$ cat src/rtl/vip_frame_source.sv
// Camera-style frame source: scans a stored RGB888 frame out of a synchronous RAM
// with vsync/href/clken timing, one pixel every two clocks.
module vip_frame_source #(
    parameter int IMG_HDISP = 640,
    parameter int IMG_VDISP = 480,
    parameter int H_SYNC    = 5,
    parameter int H_BACK    = 5,
    parameter int H_FRONT   = 5,
    parameter int V_SYNC    = 1,
    parameter int V_BACK    = 0,
    parameter int V_FRONT   = 1,
    parameter int ADDR_W    = 19
) (
    input  logic              clk,
    input  logic              rst,
    input  logic              start,
    input  logic              cont,
    output logic              rd_en,
    output logic [ADDR_W-1:0] rd_addr,
    input  logic [23:0]       rd_data,
    output logic              post_frame_vsync,
    output logic              post_frame_href,
    output logic              post_frame_clken,
    output logic [23:0]       post_img_data,
    output logic              busy,
    output logic              frame_done,
    output logic [15:0]       frame_cnt
);

    localparam int H_TOTAL = H_SYNC + H_BACK + IMG_HDISP + H_FRONT;
    localparam int V_TOTAL = V_SYNC + V_BACK + IMG_VDISP + V_FRONT;
    localparam int HW      = $clog2(H_TOTAL + 1);
    localparam int VW      = $clog2(V_TOTAL + 1);

    localparam logic [HW-1:0] H_LAST = HW'(H_TOTAL - 1);
    localparam logic [HW-1:0] H_ACT0 = HW'(H_SYNC + H_BACK);
    localparam logic [HW-1:0] H_ACT1 = HW'(H_SYNC + H_BACK + IMG_HDISP);
    localparam logic [VW-1:0] V_LAST = VW'(V_TOTAL - 1);
    localparam logic [VW-1:0] V_ACT0 = VW'(V_SYNC + V_BACK);
    localparam logic [VW-1:0] V_ACT1 = VW'(V_SYNC + V_BACK + IMG_VDISP);
    localparam logic [VW-1:0] V_SYNC_END = VW'(V_SYNC);

    typedef enum logic {IDLE, RUN} state_t;

    state_t          state_q, state_d;
    logic            tick;
    logic [HW-1:0]   hcnt;
    logic [VW-1:0]   vcnt;
    logic            run, active, wrap;
    logic            vs_d1, hr_d1, ck_d1;

    assign run    = (state_q == RUN);
    assign active = run && (vcnt >= V_ACT0) && (vcnt < V_ACT1) &&
                    (hcnt >= H_ACT0) && (hcnt < H_ACT1);
    assign wrap   = run && tick && (hcnt == H_LAST) && (vcnt == V_LAST);
    assign busy   = run;
    assign rd_en  = active && tick;

    always_comb begin
        rd_addr = '0;
        if (active)
            rd_addr = ADDR_W'(vcnt - V_ACT0) * ADDR_W'(IMG_HDISP) + ADDR_W'(hcnt - H_ACT0);
    end

    always_ff @(posedge clk or posedge rst) begin
        if (rst) state_q <= IDLE;
        else     state_q <= state_d;
    end

    always_comb begin
        state_d = state_q;
        case (state_q)
            IDLE:    if (start) state_d = RUN;
            RUN:     if (wrap && !cont) state_d = IDLE;
            default: state_d = IDLE;
        endcase
    end

    // On a stopping wrap the counters fall back to zero by themselves since tick=1 there.
    always_ff @(posedge clk or posedge rst) begin
        if (rst) begin
            tick <= 1'b0;
            hcnt <= '0;
            vcnt <= '0;
        end else if (!run) begin
            tick <= 1'b0;
            hcnt <= '0;
            vcnt <= '0;
        end else begin
            tick <= ~tick;
            if (tick) begin
                if (hcnt == H_LAST) begin
                    hcnt <= '0;
                    vcnt <= (vcnt == V_LAST) ? '0 : vcnt + 1'b1;
                end else begin
                    hcnt <= hcnt + 1'b1;
                end
            end
        end
    end

    always_ff @(posedge clk or posedge rst) begin
        if (rst) begin
            frame_done <= 1'b0;
            frame_cnt  <= '0;
        end else begin
            frame_done <= wrap;
            if (wrap) frame_cnt <= frame_cnt + 1'b1;
        end
    end

    // Two-stage timing pipeline; data lands in stage two because RAM has one cycle latency.
    always_ff @(posedge clk or posedge rst) begin
        if (rst) begin
            vs_d1            <= 1'b0;
            hr_d1            <= 1'b0;
            ck_d1            <= 1'b0;
            post_frame_vsync <= 1'b0;
            post_frame_href  <= 1'b0;
            post_frame_clken <= 1'b0;
            post_img_data    <= '0;
        end else begin
            vs_d1            <= run && (vcnt >= V_SYNC_END);
            hr_d1            <= active;
            ck_d1            <= active && tick;
            post_frame_vsync <= vs_d1;
            post_frame_href  <= hr_d1;
            post_frame_clken <= ck_d1;
            if (ck_d1) post_img_data <= rd_data;
        end
    end

endmodule

$ cat config.mk
export PLATFORM = sky130hd
export DESIGN_NAME = vip_frame_source
export DESIGN_NICKNAME = d
export VERILOG_FILES = /design/src/rtl/vip_frame_source.sv
export SDC_FILE = /design/constraint.sdc
export NUM_CORES = 1
export LEC_CHECK = 0
export ABC_AREA = 1
export CORE_MARGIN = 1.5
export CORE_UTILIZATION = 23
export DETAILED_ROUTE_END_ITERATION = 8
export HOLD_SLACK_MARGIN = 0.15
export SLEW_MARGIN = 25
export SYNTH_ARGS = -nofsm -noshare
export SYNTH_HDL_FRONTEND = slang
export SYNTH_SLANG_ARGS = --single-unit
$ cat constraint.sdc
create_clock -name clk -period 4.2 [get_ports clk]
set_input_delay 1.26 -clock clk [delete_from_list [all_inputs] [get_ports clk]]
set_output_delay 1.26 -clock clk [all_outputs]
set_load 0.005 [all_outputs]
# [Word level (Yosys, flattened, before mapping)]
# Index checks and enable logic that the tools add are counted.
# W data, S select, Z words.
[totals] output_inout_bits=65 regBits=68 in_bits=28
[classes] muxes=12 n_lt_le_gt_ge=4 n_reduce_logical=11 n_eq_ne=4 n_bitwise=2 n_mul=1 n_addsub=6
[op_table] op="$mux W9" count=4
[op_table] op="$mux W10" count=3
[op_table] op="$add A19 B19 Y19" count=1
[op_table] op="$mul A19 B3 Y12 const B" count=1
[op_table] op="$mux W19" count=1
[op_table] op="$add A16 B1 Y16 const B" count=1
[op_table] op="$sub A10 B4 Y11 const B" count=1
[op_table] op="$add A10 B1 Y10 const B" count=1
[op_table] op="$eq A10 B10 Y1 const B" count=1
[op_table] op="$ge A10 B4 Y1 const B" count=1
[op_table] op="$lt A10 B10 Y1 const B" count=1
[op_table] op="$sub A9 B1 Y10 const B" count=1
[op_table] op="$add A9 B1 Y9 const B" count=1
[op_table] op="$eq A9 B9 Y1 const B" count=1
[op_table] op="$ge A9 B1 Y1 const B" count=1
[op_table] op="$logic_and A1 B1 Y1" count=9
[op_table] op="$lt A9 B9 Y1 const B" count=1
[op_table] op="$ne A2 B1 Y1 const B" count=2
[op_table] op="$mux W1" count=3
[op_table] op="$not A1 Y1" count=2
[op_table] op="$pmux W1 S2" count=1
[op_table] op="$reduce_and A2 Y1" count=1
[op_table] op="$logic_not A1 Y1" count=1

# [Depth between registers and ports, before layout]
[logic_depth] depth_word=6 mapped_depth=24

# [Least setup slack after synthesis]
# No wires, ideal clock.
[synth_timing] path_type="flip-flop to output port" startpoint="register vcnt[0]" endpoint="output port rd_addr[18]" path_slack_ns=-0.246 stages_incl_launch_ff=20 path_buffers=0 t_arrival_ns=3.186 cell_sequence="dfrtp_1 > inv_1 > ha_1 > nand3_2 > nor3_1 > xor2_1 > ha_1 > ha_1 > nand2_1 > inv_1 > nand4_1 > o211ai_1 > xor2_1 > ha_1 > a21o_1 > nor2_1 > nand3_1 > nand3_1 > nand2_1 > nor2_1"
[synth_via] elab_chain_len=6
[synth_rtl] element="from (decl)" line_no="48" rtl="logic [VW-1:0] vcnt;"
[synth_rtl] element="from (signal assigned)" line_no="94" rtl="vcnt <= (vcnt == V_LAST) ? '0 : vcnt + 1'b1;"
[synth_rtl] element="parallel branches: the longest is 5 deep, another holds $mul A19 B3 Y12"
[synth_rtl] element="$mux W19 *" line_no="61" rtl="if (active)"
[synth_rtl] element="to (decl)" line_no="19" rtl="output logic [ADDR_W-1:0] rd_addr,"
# Every way passes the cells marked *.

# [Worst setup path after layout]
[layout_timing] startpoint="register vcnt[1]" endpoint="output port rd_addr[17]"
# The elaborated chain is that of the path after synthesis.

==> load_flow_metrics.sql <==
INSERT INTO impl_metrics (metric_group, metric, value, unit) VALUES
('floorplanning', 'chipHeight', '144', 'µm'),
('clock_tree', 'tritoncts', 'done', ''),
('global_routing', 'gr-total-overflow', '0', ''),
('worst_setup_path', 'path_class', 'flop to output port', ''),
('finish', 'final_design_area_no_fill', '0.00718', 'mm²'),
('floorplanning', 'start_util', '23.6', '%'),
('finish', 'regArea', '0.00170', 'mm²'),
('global_routing', 'grt_util_met3', '2.25', '%'),
('sta', 'setup_violations', '7', ''),
('worst_setup_path', 'cp_cell_sequence', 'inv_2 -> nand2_4 -> nor2_4 -> xor2_1 -> ha_1 -> ha_4 -> fa_2 -> nand2_2 -> nand2_2 -> a31oi_1 -> xnor2_1 -> ha_1 -> buf_6 -> nand2_4 -> inv_2 -> a21oi_2 -> nand3_2 -> nand2_1 -> nand2_1 -> nor2_1 -> buf_2', ''),
('detailed_routing', 'antenna_left', '0', ''),
('sta', 'final_critical_path_setup_slack', '-0.664', 'ns'),
('sta', 'tightestPinTransition', '0.988', 'ns'),
('global_routing', 'global_route.usage.total', '12.3', '%'),
('synth', 'netlist_area', '0.00460', 'mm²'),
('synth', 'syn-num-nets', '637', ''),
('sta', 'clock-skew-final', '0.00559', 'ns'),
('clock_tree', 'cts_htree_levels', '3', ''),
('worst_setup_path', 'category_of_the_worst_setup_path_launch_point', 'flop', ''),
('clock_tree', 'clk_pin_slew', '0.06', 'ns'),
('placed_design', 'port-buffer-count', '92', ''),
('power', 'total_leakage_power', '0.00341', 'µW'),
('finish', 'multiInputGateArea', '0.00310', 'mm²'),
('global_routing', 'grt_antenna_before_repair', '0', ''),
('detailed_routing', 'vias_per_cell', '4.29', ''),
('detailed_routing', 'dr.first_iter.drc_count', '128', ''),
('detailed_routing', 'drc', '0', ''),
('power', 'vdd_ir_drop_max', '0.410', 'mV'),
('floorplanning', 'core-area', '0.0195', 'mm²'),
('global_routing', 'grt.met1_usage', '15.6', '%'),
('detailed_routing', 'route.vias.total', '4326', ''),
('synth', 'netlist_instances', '570', ''),
('worst_setup_path', 'worst_setup_path_end_kind', 'output port', ''),
('run_status', 'failing_checks', 'negative setup slack', ''),
('job', 'cap_viol_max_count', '0', ''),
('clock_tree', 'ctsHoldBuffers', '0', ''),
('placed_design', 'gp_congestion', '0.829', ''),
('sta', 'report.final.slew_viol_count', '0', ''),
('global_routing', 'grt_start_max_net_pins', '69', ''),
('finish', 'drive_above_1_share', '31.3', '%'),
('finish', 'layoutNonFillerInstCount', '1009', ''),
('worst_setup_path', 'critical_path.max_fanout', '3', ''),
('placed_design', 'dpl_cell_area', '0.00632', 'mm²'),
('power', 'power.density', '452', 'mW/mm²'),
('global_routing', 'first_global_vias', '4326', ''),
('clock_tree', 'clock_sink_count', '68', ''),
('finish', 'post-route-util', '36.8', '%'),
('clock_tree', 'clock_tree.buffer_depth', '2', ''),
('global_routing', 'grt.busiest_layer', 'met2', ''),
('placed_design', 'hpwl', '9010', 'µm'),
('finish', 'filler_cell_count', '2013', ''),
('worst_setup_path', 'worst-endpoint-arrival', '3.60', 'ns'),
('sta', 'final_period_minus_worst_setup_slack', '4.86', 'ns'),
('clock_tree', 'cts_buffers', '9', ''),
('min_path', 'timing.hold.worst.start', 'vs_d1', ''),
('synth', 'netlist_top_cells_area', 'dfrtp_1 (37%), nand2_1 (11%), ha_1 (10%), nor2_1 (6.0%), mux2_2 (5.9%)', ''),
('clock_tree', 'insertion_delay', '0.33', 'ns'),
('worst_setup_path', 'worstPathRequired', '2.94', 'ns'),
('worst_setup_path', 'worst_setup_path_startpoint', 'vcnt[1]', ''),
('finish', 'num_antenna_cells', '0', ''),
('detailed_routing', 'wire_per_inst', '12.5', 'µm'),
('synth', 'synth.yosys.warnings', '0', ''),
('run_status', 'status', 'complete, but fails checks', ''),
('sta', 'rsz0062_at_grt', 'true', ''),
('synth', 'synth_top_cell_area_share', '37.0', '%'),
('floorplanning', 'floorplan.die_area', '0.0209', 'mm²'),
('global_routing', 'grt_first_pass_wirelength', '20500', 'µm'),
('detailed_routing', 'wl', '12600', 'µm'),
('sta', 'min_period_over_period', '116', '%'),
('floorplanning', 'pin_count', '93', ''),
('placed_design', 'place_worst_setup_slack', '-0.751', 'ns');
==> kinds of logic after synthesis <==
kind of cell	Yosys count	share of synthesized area, %
buffers and inverters	76	6.71
XOR/XNOR	40	7.61
multiplexers	24	5.87
flip-flops	68	37.0
AO/OA/AOI/OAI	50	6.20
AND/OR/NAND/NOR	273	25.7
adder cells (fa/ha/maj)	39	10.9
==> stage by stage <==
step                hold WS [ns]  power [µW]  setup TNS (ns)
global route               0.359        3510           -5.19
CTS                        0.355        3040           -3.67
global placement           0.337        2000           -3.83
detailed placement         0.342        2000           -3.74
finish                     0.350        3250           -3.65
floorplan                  0.331        1590         -0.0304
==> cells in the final DEF (no fill, tap or decap), types with 4 or more instances in the layout <==
| cell type | instances |
|---|---|
| a21oi_1 | 18 |
| a21oi_2 | 8 |
| buf_2 | 8 |
| buf_4 | 69 |
| buf_6 | 8 |
| clkbuf_16 | 9 |
| clkdlybuf4s50_1 | 81 |
| dfrtp_1 | 67 |
| ha_1 | 21 |
| ha_4 | 14 |
| inv_1 | 50 |
| inv_2 | 14 |
| mux2_2 | 24 |
| nand2_1 | 109 |
| nand2_2 | 23 |
| nand2_4 | 6 |
| nand3_1 | 24 |
| nand3_2 | 6 |
| nand4_1 | 8 |
| nor2_1 | 64 |
| nor2_2 | 6 |
| nor2_4 | 4 |
| nor3_1 | 14 |
| o21ai_0 | 8 |
| o21ai_2 | 4 |
| xnor2_1 | 6 |
| xnor2_2 | 4 |
| xor2_1 | 25 |
==> Yosys cell counts, drive strengths merged <==
library cell  instances
o211ai                1
dfrtp                68
a22oi                 1
or2                   1
nand2               138
xor2                 30
nor2                 74
a21oi                26
nand3b                1
o21ai                15
buf                   9
fa                    2
o32ai                 1
clkbuf                2
xnor2                10
a21o                  3
nor3b                 1
nand4                 8
nor3                 18
o22ai                 1
ha                   37
nand3                32
mux2                 24
a31oi                 2
inv                  65
==> cell type report <==
type | count | area share, %
multi-input cells | 426 | 43.1
flip-flops and latches | 68 | 23.7
repair buffers | 170 | 21.1
well taps | 265 | 4.62
inverters | 65 | 3.43
clock buffers | 10 | 3.33
clock inverters | 5 | 0.732
==> worst paths after layout <==
path | to | slack, ns | cells after the start
max | rd_addr[17] | -0.66 | 21
min | post_frame_vsync | 0.35 | 0
max reg2reg | frame_cnt[14] | 2.03 | 9
min reg2reg | post_frame_vsync | 0.35 | 0
max in group asynchronous | vcnt[0] | 2.04 | 3
min in group asynchronous | post_img_data[17] | 1.53 | 3
==> flip-flops by register name, summed over array words and instances (netlist names) <==
name / count
busy: 1
vcnt: 9
post_frame_href: 1
ck_d1: 1
frame_done: 1
tick: 1
frame_cnt: 16
hr_d1: 1
post_img_data: 24
vs_d1: 1
hcnt: 10
post_frame_vsync: 1
post_frame_clken: 1
==> report_power, final <==
group,switching (µW),total (µW),internal [µW]
clock network,284,753,469
logic,943,1780,840
registers,28.2,711,683
total,1250,3250,1990
==> per-layer routing <==
layer  part of all wire (%)  wire length (µm)
met5                      0                 0
met3                    5.4               681
met1                     46              5720
met2                     47              5920
met4                    1.9               244
==> repair_timing <==
action	in CTS	in global routing
cloned	0	0
setup endpoints to repair	10	10
pin swaps	46	38
resized for setup	83	43
buffers inserted	15	7
Note: power is estimated with default switching activity, not from simulation.
